--- src/rtl/multi_input_debounce.sv ---
// Per-bit debouncer: each raw input is synchronized, then qualified over a number of
// slow sampling ticks before its clean level and a one-cycle press/release pulse change.
module multi_input_debounce #(
  parameter int par_inputs       = 4,
  parameter int par_stable_ticks = 20
) (
  input  logic                  i_clk_mhz,
  input  logic                  i_rst_mhz,
  input  logic                  i_ce_div,
  input  logic [par_inputs-1:0] ei_inputs,
  output logic [par_inputs-1:0] o_inputs_deb,
  output logic [par_inputs-1:0] o_inputs_press,
  output logic [par_inputs-1:0] o_inputs_release
);

  localparam int              CntW    = $clog2(par_stable_ticks + 1);
  localparam logic [CntW-1:0] CntLast = CntW'(par_stable_ticks - 1);
  localparam logic [CntW-1:0] CntOne  = CntW'(1);

  typedef enum logic [1:0] {
    ST_STABLE_LOW,
    ST_WAIT_HIGH,
    ST_STABLE_HIGH,
    ST_WAIT_LOW
  } state_t;

  logic [par_inputs-1:0] sync_meta_q;
  logic [par_inputs-1:0] s_sync_q;

  always_ff @(posedge i_clk_mhz or negedge i_rst_mhz) begin
    if (!i_rst_mhz) begin
      sync_meta_q <= '0;
      s_sync_q    <= '0;
    end else begin
      sync_meta_q <= ei_inputs;
      s_sync_q    <= sync_meta_q;
    end
  end

  for (genvar g = 0; g < par_inputs; g++) begin : g_bit
    state_t          state_q, state_d;
    logic [CntW-1:0] cnt_q, cnt_d;
    logic            deb_q, deb_d;
    logic            press_q, press_d;
    logic            rel_q, rel_d;

    always_ff @(posedge i_clk_mhz or negedge i_rst_mhz) begin
      if (!i_rst_mhz) begin
        state_q <= ST_STABLE_LOW;
        cnt_q   <= '0;
        deb_q   <= 1'b0;
        press_q <= 1'b0;
        rel_q   <= 1'b0;
      end else begin
        state_q <= state_d;
        cnt_q   <= cnt_d;
        deb_q   <= deb_d;
        press_q <= press_d;
        rel_q   <= rel_d;
      end
    end

    // A return to the stable level on any clock aborts qualification, tick or not.
    always_comb begin
      state_d = state_q;
      cnt_d   = cnt_q;
      deb_d   = deb_q;
      press_d = 1'b0;
      rel_d   = 1'b0;
      case (state_q)
        ST_STABLE_LOW: begin
          cnt_d = '0;
          deb_d = 1'b0;
          if (s_sync_q[g]) begin
            state_d = ST_WAIT_HIGH;
          end
        end
        ST_WAIT_HIGH: begin
          if (!s_sync_q[g]) begin
            state_d = ST_STABLE_LOW;
            cnt_d   = '0;
          end else if (i_ce_div) begin
            if (cnt_q == CntLast) begin
              state_d = ST_STABLE_HIGH;
              deb_d   = 1'b1;
              press_d = 1'b1;
              cnt_d   = '0;
            end else begin
              cnt_d = cnt_q + CntOne;
            end
          end
        end
        ST_STABLE_HIGH: begin
          cnt_d = '0;
          deb_d = 1'b1;
          if (!s_sync_q[g]) begin
            state_d = ST_WAIT_LOW;
          end
        end
        ST_WAIT_LOW: begin
          if (s_sync_q[g]) begin
            state_d = ST_STABLE_HIGH;
            cnt_d   = '0;
          end else if (i_ce_div) begin
            if (cnt_q == CntLast) begin
              state_d = ST_STABLE_LOW;
              deb_d   = 1'b0;
              rel_d   = 1'b1;
              cnt_d   = '0;
            end else begin
              cnt_d = cnt_q + CntOne;
            end
          end
        end
        default: begin
          state_d = ST_STABLE_LOW;
          cnt_d   = '0;
          deb_d   = 1'b0;
        end
      endcase
    end

    assign o_inputs_deb[g]     = deb_q;
    assign o_inputs_press[g]   = press_q;
    assign o_inputs_release[g] = rel_q;
  end

endmodule

--- config.mk ---
export PLATFORM = sky130hd
export DESIGN_NAME = multi_input_debounce
export DESIGN_NICKNAME = d
export VERILOG_FILES = /design/src/rtl/multi_input_debounce.sv
export SDC_FILE = /design/constraint.sdc
export NUM_CORES = 1
export LEC_CHECK = 0
export CORE_MARGIN = 2
export CORE_UTILIZATION = 52
export DETAILED_ROUTE_END_ITERATION = 12
export PLACE_DENSITY = 0.82
export SKIP_CTS_REPAIR_TIMING = 1
export SYNTH_ARGS = -nofsm -noshare
export SYNTH_HDL_FRONTEND = slang
export SYNTH_SLANG_ARGS = --single-unit
export TNS_END_PERCENT = 20
--- constraint.sdc ---
create_clock -name i_clk_mhz -period 1.4 [get_ports i_clk_mhz]
set_clock_uncertainty 0.1 [all_clocks]
set_input_delay 0.28 -clock i_clk_mhz [delete_from_list [all_inputs] [get_ports i_clk_mhz]]
set_output_delay 0.28 -clock i_clk_mhz [all_outputs]
set_load 0.01 [all_outputs]
==> results.sh, run 1 <==
export IMPL_syn_nets=265
export IMPL_overflow=0
export IMPL_synthArstFlopShare_pct=100
export IMPL_drc_errors=0
export IMPL_antenna_found_initial=0
export IMPL_powerDensity_mw_per_mm2=1640
export IMPL_clk_path_buf_depth=2
export IMPL_avgViaCountPerCell=5.48
export IMPL_worst_slew_pin_slew_ns=0.319
export IMPL_final_nets=339
export IMPL_grt_pass1_wl_mm=7.62
export IMPL_synthTopCellsByArea="dfrtp_1, ha_1, nor2_1, xor2_1, buf_4"
export IMPL_cpLargestDelayFamily="flip-flops"
export IMPL_root_buffer="clkbuf_8"
export IMPL_drt_wl_total_mm=5.76
export IMPL_firstDrtPassIters=4
export IMPL_ant_nets=0
export IMPL_grt_pass1_vias=1826
export IMPL_synth_cells=238
export IMPL_row_count=25
export IMPL_syn2layout_area_growth_pct=42.3
export IMPL_synth_most_common_cell="dfrtp_1"
export IMPL_start_util_pct=53.8
export IMPL_cp_required_ns=1.49
export IMPL_worst_setup_path_end_kind="flop"
export IMPL_rsz0062_at_grt="yes"
export IMPL_routedWlPerCell_um=15.7
export IMPL_cpMaxStageDelayCell="dfrtp_2"
export IMPL_startpoint_type="flop"
export IMPL_period_needed_ns=1.64
export IMPL_synth_area_leader_cell="dfrtp_1"
export IMPL_syn_mean_instance_area_um2=10.6
export IMPL_vdd_ir_drop_max_mv=1.11
export IMPL_p_leak_nw=1.78
export IMPL_crit_fanout=4
export IMPL_slew_viol_final=0
export IMPL_outcome="finished with violations"
export IMPL_cts_sinks=48
export IMPL_maxCapViolCount=0
export IMPL_grt_max_degree=37
export IMPL_cts_clk_slew_worst_paths_ns=0.09
export IMPL_coreArea_mm2=0.00469
export IMPL_violations="negative setup slack"
export IMPL_fmax_mhz=609
export IMPL_crit_buf_inv=0
export IMPL_worst_slack_ns=-0.241
export IMPL_finalSetupViolations=22
export IMPL_dieArea_mm2=0.00542
export IMPL_ys_ff_latch=48
export IMPL_cp_arrival_ns=1.73
export IMPL_io_pins=19
export IMPL_yosys_warnings=0
export IMPL_final_period_utilization_pct=117
export IMPL_synth_top_area_share_pct=47.6
export IMPL_clk_latency_ns=0.30
export IMPL_io_buffers=18
export IMPL_cts_tree="done"
export IMPL_vias=2007
export IMPL_ys_top_cells_by_count="dfrtp_1, nor2_1, ha_1"
export IMPL_placed_cell_area_mm2=0.00312
export IMPL_holdWs_ns=0.253
export IMPL_place_detailed_hpwl_mm=3.38
export IMPL_critical_path_class="reg2reg"
export IMPL_fillCellCount=267
export IMPL_diodes=0
export IMPL_cts_inserted_buffers=5
export IMPL_post_route_util_pct=76.5
export IMPL_drive_above_1_share_pct=44.2
export IMPL_synth_area_mm2=0.00252
export IMPL_yosys_most_used_dff="dfrtp_1"
export IMPL_ctsHtreeMaxLevel=2
export IMPL_grt_use_total_pct=18.4
export IMPL_max_slew_margin_rel_pct=78.7
export IMPL_drtIter0Drc=62
export IMPL_max_stage_delay_ns=0.46
export IMPL_fp_dieW_um=73.6
export IMPL_fp_dieH_um=73.6
export IMPL_fin_area_mm2=0.00359
export IMPL_seq_area_frac_synth_pct=47.6
export IMPL_ys_types=43
export IMPL_finalHoldViolCount=0
export IMPL_synth_edff_count=0
export IMPL_hp_class="reg2reg"
export IMPL_finalWeightedCongestion=0.823
export IMPL_crit_path_cell_trace="ha_2, a2bb2oi_1, a211oi_2, mux2_4"
export IMPL_place_ws_ns=-0.537
[cell usage in the layout (no fill, tap or decap), types with 3 or more instances in the layout]
cell	Yosys	routed
a21oi_1	5	3
and2_1	3	3
buf_4	12	59
buf_6	0	3
clkbuf_8	0	5
clkdlybuf4s50_1	0	4
dfrtp_1	48	43
dfrtp_2	0	5
dlymetal6s2s_1	0	13
ha_1	20	5
ha_2	0	7
ha_4	0	8
inv_1	11	6
inv_2	0	5
mux2_2	6	5
mux2i_1	4	4
nand2_1	16	9
nand2_2	0	6
nand2b_1	6	5
nand4_1	8	8
nor2_1	30	27
nor2_2	0	3
nor3_1	4	3
o21ai_1	1	3
o21ai_2	0	5
o2bb2ai_1	3	3
xnor2_1	4	4
xor2_1	11	11
[where the power goes]
group / leakage (nW) / switching (mW) / internal, mW
clock: 0.0410 / 0.451 / 0.341
sequential: 0.618 / 0.275 / 1.64
combinational: 1.12 / 1.50 / 1.66
[cells by family (layout without fill, tap and decap cells)]
logic type / after synthesis / count (layout) / share of synthesized area, %
buf+inv: 26 / 100 / 5.75
flops: 48 / 48 / 47.6
simple gates: 78 / 78 / 15.4
mux: 10 / 10 / 4.27
xor+xnor: 15 / 15 / 5.21
fa+ha+maj: 20 / 20 / 9.92
compound gates: 41 / 41 / 11.8
[registers in the layout, summed over array words and instances (netlist names), named ones only]
name           count
s_sync_q           4
g_bit.state_q      4
g_bit.deb_q        4
sync_meta_q        4
g_bit.cnt_q       20
g_bit.press_q      4
g_bit.rel_q        4
[layer usage]
| layer | wire length (um) | track usage [%] | up-vias |
|---|---|---|---|
| met3 | 179 | 4.94 | 9 |
| met4 | 90 | 8.28 | 0 |
| li1 | - | - | 972 |
| met2 | 3090 | 31.1 | 36 |
| met5 | 0 | 0 | - |
| met1 | 2400 | 22.0 | 990 |
[worst register-to-register path, stage by stage (launching register included)]
cell and delay, ns:
dfrtp_2 0.46, ha_2 0.22, a2bb2oi_1 0.15, a211oi_2 0.27
mux2_4 0.33
[per-stage QoR]
step	instances	TNS, ns	power (mW)
6_report	366	-2.31	5.87
3_3_place_gp	351	-11.54	4.12
5_1_grt	366	-4.14	6.27
3_5_place_dp	351	-13.14	4.24
2_1_floorplan	238	-0.502	3.33
4_1_cts	358	-5.55	5.03
[final cells by class]
cell class | count | area, um^2 | share of cell area, %
Multi-Input combinational cell | 164 | 1480 | 41.2
Sequential cell | 48 | 1210 | 33.6
Timing Repair Buffer | 82 | 714 | 19.9
Clock buffer | 6 | 72.6 | 2.02
Tap cell | 54 | 67.6 | 1.88
Inverter | 11 | 41.3 | 1.15
Clock inverter | 1 | 5.00 | 0.139
[worst paths after layout]
kind,from,endpoint,slack [ns],cells after the start
min reg2reg,sync_meta_q[0]$_DFF_PN0_,s_sync_q[0]$_DFF_PN0_,0.25,0
max in group asynchronous,i_rst_mhz,async pin,0.40,3
min in group asynchronous,i_rst_mhz,g_bit[1].rel_q$_DFF_PN0_,0.29,2
max reg2reg,g_bit[1].state_q[0]$_DFFE_PN0P_,g_bit[1].deb_q$_DFFE_PN0P_,-0.24,4
max,g_bit[1].state_q[0]$_DFFE_PN0P_,g_bit[1].deb_q$_DFFE_PN0P_,-0.24,4
min,sync_meta_q[0]$_DFF_PN0_,s_sync_q[0]$_DFF_PN0_,0.25,0
(Power assumes the default switching activity.)
==> inputs of run 2 (changes only) <==
- CORE_ASPECT_RATIO: unset -> 1.75
- CORE_UTILIZATION: 52 -> 65
- DONT_BUFFER_PORTS: unset -> 1
- PLACE_DENSITY: 0.82 -> 0.88
- clock period: 1.4 -> 2.11 ns (I/O delays scaled with it)
==> run 2 against run 1 <==
The flow now finishes without violations. Register-to-register slack improved by 0.65 ns. First-iteration DRC count decreased by 56%. Hold slack got worse by 0.21 ns. Sequential power decreased by 35%. Sequential cell count unchanged. Global-route usage increased by 2.2 points. Die area decreased by 19%. Clock-buffer cell count unchanged. Final cell count decreased by 23%. Wire length decreased by 28%. Combinational power decreased by 64%. Critical path depth increased by 2.
==> results.sh, run 2 (synthesized netlist as in run 1, its figures left out) <==
export IMPL_top_register="g_bit.cnt_q"
export IMPL_worst_slack_ns=0.410
export IMPL_io_pins=19
export IMPL_avgViaCountPerCell=5.83
export IMPL_vdd_ir_drop_max_mv=0.797
export IMPL_finalHoldViolCount=0
export IMPL_grt_use_total_pct=20.7
export IMPL_outcome="complete, no violations"
export IMPL_hold_depth=0
export IMPL_cpMaxStageDelayCell="dfrtp_1"
export IMPL_cpLargestDelayFamily="compound AO/OA/AOI/OAI gates"
export IMPL_drive_above_1_share_pct=7.73
export IMPL_cts_inserted_buffers=5
export IMPL_place_detailed_hpwl_mm=2.82
export IMPL_cp_required_ns=2.20
export IMPL_powerDensity_mw_per_mm2=1160
export IMPL_row_count=30
export IMPL_dieArea_mm2=0.00441
export IMPL_start_util_pct=66.5
export IMPL_io_buffers=0
export IMPL_largest_reg_flops=20
export IMPL_coreArea_mm2=0.00379
export IMPL_p_int_mw=1.95
export IMPL_vias=1639
export IMPL_reg2reg_depth=6
export IMPL_root_buffer="clkbuf_8"
export IMPL_slew_viol_final=0
export IMPL_worst_setup_path_end_kind="flop"
export IMPL_cts_sinks=48
export IMPL_hold_path_end="sync_meta_q[0]$_DFF_PN0_"
export IMPL_fp_dieW_um=51.1
export IMPL_switching_power_mw=1.09
export IMPL_max_slew_margin_rel_pct=74.8
export IMPL_fp_dieH_um=86.4
export IMPL_overflow=0
export IMPL_reg2reg_to="g_bit[1].state_q[0]$_DFFE_PN0P_"
export IMPL_final_cell_mix="dfrtp_1, nor2_1, ha_1"
export IMPL_grt_pass1_vias=1575
export IMPL_crit_fanout=4
export IMPL_grt_max_degree=49
export IMPL_crit_buf_inv=1
export IMPL_finalWeightedCongestion=0.762
export IMPL_placed_cell_area_mm2=0.00248
export IMPL_diodes=0
export IMPL_period_needed_ns=1.70
export IMPL_crit_cells=6
export IMPL_critical_path_class="reg2reg"
export IMPL_clk_path_buf_depth=2
export IMPL_final_period_utilization_pct=80.6
export IMPL_hp_class="in2reg"
export IMPL_clk_latency_ns=0.30
export IMPL_place_ws_ns=0.416
export IMPL_drt_wl_total_mm=4.15
export IMPL_drtIter0Drc=27
export IMPL_max_stage_delay_ns=0.41
export IMPL_syn2layout_area_growth_pct=4.02
export IMPL_power_share_clock_pct=21.5
export IMPL_worst_r2r_setup_slack_ns=0.41
export IMPL_switching_share_pct=35.7
export IMPL_antenna_found_initial=0
export IMPL_firstDrtPassIters=4
export IMPL_hp_start="ei_inputs[0]"
export IMPL_rsz0062_at_grt="no"
export IMPL_combPwrFrac_pct=37.7
export IMPL_cts_tree="done"
export IMPL_ctsHtreeMaxLevel=2
export IMPL_drc_errors=0
export IMPL_worst_slew_pin_slew_ns=0.378
export IMPL_routedWlPerCell_um=14.8
export IMPL_pwr_share_seq_pct=40.8
export IMPL_p_leak_nw=1.21
export IMPL_mostFrequentLayoutCell="dfrtp_1"
export IMPL_ant_nets=0
export IMPL_maxCapViolCount=0
export IMPL_cts_clk_slew_worst_paths_ns=0.09
export IMPL_final_nets=259
export IMPL_cp_arrival_ns=1.79
export IMPL_fin_area_mm2=0.00262
export IMPL_fmax_mhz=588
export IMPL_grt_pass1_wl_mm=6.78
export IMPL_finalSetupViolations=0
export IMPL_crit_path_cell_trace="inv_1, ha_1, nand2_1, a32oi_1, a211oi_1, o32a_1"
export IMPL_fin_setup_tns_ns=0
export IMPL_startpoint_type="flop"
export IMPL_total_power_mw=3.04
==> run 2: cell count changes in the layout (fill, tap and decap cells not counted), moves of 6 or more <==
cell	previous run	this run
buf_4	59	0
dlymetal6s2s_1	13	0
ha_1	5	20
ha_2	7	0
ha_4	8	0
nand2_1	9	16
nand2_2	6	0
o21ai_0	0	8
==> run 2: power by group through the flow <==
stage / clock [mW] / combinational [mW] / sequential, mW
2_1_floorplan: 0 / 0.993 / 1.20
6_report: 0.653 / 1.14 / 1.24
3_5_place_dp: 0 / 1.10 / 1.26
5_1_grt: 0.707 / 1.30 / 1.26
4_1_cts: 0.672 / 1.12 / 1.24
3_3_place_gp: 0 / 1.06 / 1.25
==> run 2: layer usage <==
layer  GRT usage, %  wire (um)  vias up
li1               -          -      800
met1           22.0       1640      806
met2           37.0       2310       28
met3           5.52        122        5
met4           9.58         69        0
met5              0          0        -
==> run 2: worst register-to-register path: cells and delay by family (launching register included) <==
| family | cells | cell delay [ns] |
|---|---|---|
| DFF | 1 | 0.41 |
| and+or+nand+nor | 1 | 0.11 |
| AOI/OAI and AO/OA | 3 | 0.63 |
| buffers and inverters | 1 | 0.13 |
| adders and majority gates | 1 | 0.23 |
==> run 2: how the worst max path moves through the flow <==
stage               slack, ns                               to
floorplan                0.56       g_bit[1].deb_q$_DFFE_PN0P_
global placement         0.52       g_bit[1].deb_q$_DFFE_PN0P_
detailed placement       0.42  g_bit[1].state_q[0]$_DFFE_PN0P_
CTS                      0.42  g_bit[1].state_q[0]$_DFFE_PN0P_
global route             0.30  g_bit[1].state_q[0]$_DFFE_PN0P_
finish                   0.41  g_bit[1].state_q[0]$_DFFE_PN0P_
==> run 2: per-stage QoR <==
step / util [%] / hold slack, ns / cells
finish: 69.2 / 0.0401 / 281
global route: 69.2 / 0.0114 / 281
CTS: 68.2 / -0.308 / 279
detailed placement: 65.4 / 0.0274 / 271
global placement: 65.4 / 0.0274 / 271
floorplan: - / 0.0264 / 238
==> run 2: area by class of cell <==
| cell class | count | area, um^2 |
|---|---|---|
| fill | 283 | 1170 |
| sequential | 48 | 1200 |
| clock buffer | 6 | 72.6 |
| multi-input combinational | 164 | 1180 |
| inverter | 11 | 41.3 |
| tap | 48 | 60.1 |
| timing repair buffer | 2 | 37.5 |
| clock inverter | 2 | 35.0 |
==> inputs of run 3 (changes only) <==
- CORE_UTILIZATION: 65 -> 57
- PLACE_DENSITY: 0.88 -> 0.82
- clock period: 2.11 -> 1.5 ns (I/O delays scaled with it)
==> run 3 against run 2 <==
The run now ends with negative hold slack, negative setup slack left. Via count increased by 9.3%. Core utilization is 1.6 points higher. Wire length rose by 16%. Non-clock buffer count is 37 higher. Clock power grew 21%. Highest routed layer unchanged.
==> results.sh, run 3 (synthesized netlist as in run 1, its figures left out) <==
export IMPL_cts_sinks=48
export IMPL_drc_errors=0
export IMPL_seqCellArea_mm2=0.00120
export IMPL_top_usage_layer="met2"
export IMPL_cts_clk_slew_worst_paths_ns=0.09
export IMPL_powerDensity_mw_per_mm2=1560
export IMPL_coreArea_mm2=0.00432
export IMPL_multiInputGateArea_mm2=0.00135
export IMPL_fp_dieH_um=92
export IMPL_crit_fanout=4
export IMPL_grt_pass1_wl_mm=7.37
export IMPL_grt_use_total_pct=20.1
export IMPL_ant_nets=0
export IMPL_total_power_mw=4.76
export IMPL_finalSetupViolations=10
export IMPL_slew_viol_final=0
export IMPL_max_slew_margin_rel_pct=82.4
export IMPL_vdd_ir_drop_max_mv=1.02
export IMPL_met2_usage_pct=38.4
export IMPL_drtIter0Drc=30
export IMPL_root_buffer="clkbuf_8"
export IMPL_outcome="finished with violations"
export IMPL_drt_wl_total_mm=4.80
export IMPL_p_leak_nw=1.37
export IMPL_drive_above_1_share_pct=31.9
export IMPL_row_count=32
export IMPL_io_pins=19
export IMPL_cp_required_ns=1.59
export IMPL_rsz0062_at_grt="yes"
export IMPL_finalWeightedCongestion=0.733
export IMPL_dieArea_mm2=0.00499
export IMPL_hp_class="in2async"
export IMPL_worst_slack_ns=-0.145
export IMPL_period_needed_ns=1.64
export IMPL_met3_usage_pct=3.91
export IMPL_worst_setup_path_end_kind="flop"
export IMPL_start_util_pct=58.3
export IMPL_final_period_utilization_pct=110
export IMPL_vias=1792
export IMPL_antenna_found_initial=0
export IMPL_io_buffers=0
export IMPL_fin_setup_tns_ns=-0.423
export IMPL_finalHoldViolCount=48
export IMPL_fp_dieW_um=54.3
export IMPL_fmax_mhz=608
export IMPL_worst_r2r_setup_slack_ns=-0.14
export IMPL_fillCellCount=302
export IMPL_stdcell_count=321
export IMPL_cts_tree="done"
export IMPL_grt_max_degree=49
export IMPL_grt_pass1_vias=1857
export IMPL_critical_path_class="reg2reg"
export IMPL_syn2layout_area_growth_pct=21.3
export IMPL_final_cell_mix="dfrtp_1, buf_4, nor2_1"
export IMPL_placed_cell_area_mm2=0.00273
export IMPL_maxCapViolCount=0
export IMPL_dp_cells=306
export IMPL_violations="negative hold slack, negative setup slack"
export IMPL_final_nets=296
export IMPL_mostFrequentLayoutCell="dfrtp_1"
export IMPL_cts_inserted_buffers=5
export IMPL_overflow=0
export IMPL_worst_slew_pin_slew_ns=0.261
export IMPL_routedWlPerCell_um=15.0
export IMPL_firstDrtPassIters=4
export IMPL_startpoint_type="flop"
export IMPL_diodes=0
export IMPL_largest_reg_flops=20
export IMPL_cp_arrival_ns=1.73
export IMPL_grtUsageMet1_pct=18.2
export IMPL_avgViaCountPerCell=5.58
export IMPL_place_detailed_hpwl_mm=3.22
export IMPL_ctsHtreeMaxLevel=2
export IMPL_fin_area_mm2=0.00306
export IMPL_clk_latency_ns=0.30
export IMPL_holdWs_ns=-0.416
export IMPL_clk_path_buf_depth=2
export IMPL_top_register="g_bit.cnt_q"
==> run 3: final timing paths <==
path,cells after the start,to,startpoint
setup / recovery,6,g_bit[1].deb_q$_DFFE_PN0P_,g_bit[1].state_q[0]$_DFFE_PN0P_
hold / removal,0,g_bit[3].rel_q$_DFF_PN0_,i_rst_mhz
max in group asynchronous,0,g_bit[0].deb_q$_DFFE_PN0P_,i_rst_mhz
min in group i_clk_mhz,2,g_bit[2].cnt_q[0]$_DFF_PN0_,i_ce_div
hold reg to reg,0,s_sync_q[3]$_DFF_PN0_,sync_meta_q[3]$_DFF_PN0_
setup reg to reg,6,g_bit[1].deb_q$_DFFE_PN0P_,g_bit[1].state_q[0]$_DFFE_PN0P_
==> run 3: metrics by stage <==
step,hold slack [ns],utilization [%],setup WS (ns)
floorplan,-0.0956,-,-0.00115
detailed placement,-0.0946,63.1,-0.0983
global route,-0.438,70.8,-0.195
finish,-0.416,70.8,-0.145
CTS,-0.427,65.2,-0.112
global placement,-0.0945,63.1,-0.0686
==> run 3: report_power, final <==
part	leakage (nW)	switching, mW	total (mW)	internal (mW)
sequential	0.623	0.237	1.76	1.52
combinational	0.701	1.06	2.22	1.15
clock	0.0510	0.420	0.788	0.368
==> run 3: metal layers <==
layer  routed length (um)  part of all wire [%]
met5                    0                     0
met4                   99                   2.1
met3                   85                   1.8
met2                 2810                    58
met1                 1810                    38
==> run 3: worst max-delay path, stage by stage (launching register included) <==
cell      delay [ns]
dfrtp_1         0.43
buf_6           0.14
ha_4            0.16
inv_1           0.06
o22ai_1         0.09
a211oi_2        0.21
mux2_2          0.35
==> run 3: layout make-up <==
cell class	instances	share of cell area, %
Tap cell	51	2.09
Sequential cell	48	39.2
Timing Repair Buffer	39	10.3
Multi-Input combinational cell	164	44.0
Inverter	11	1.35
Clock buffer	6	2.70
Clock inverter	2	0.327
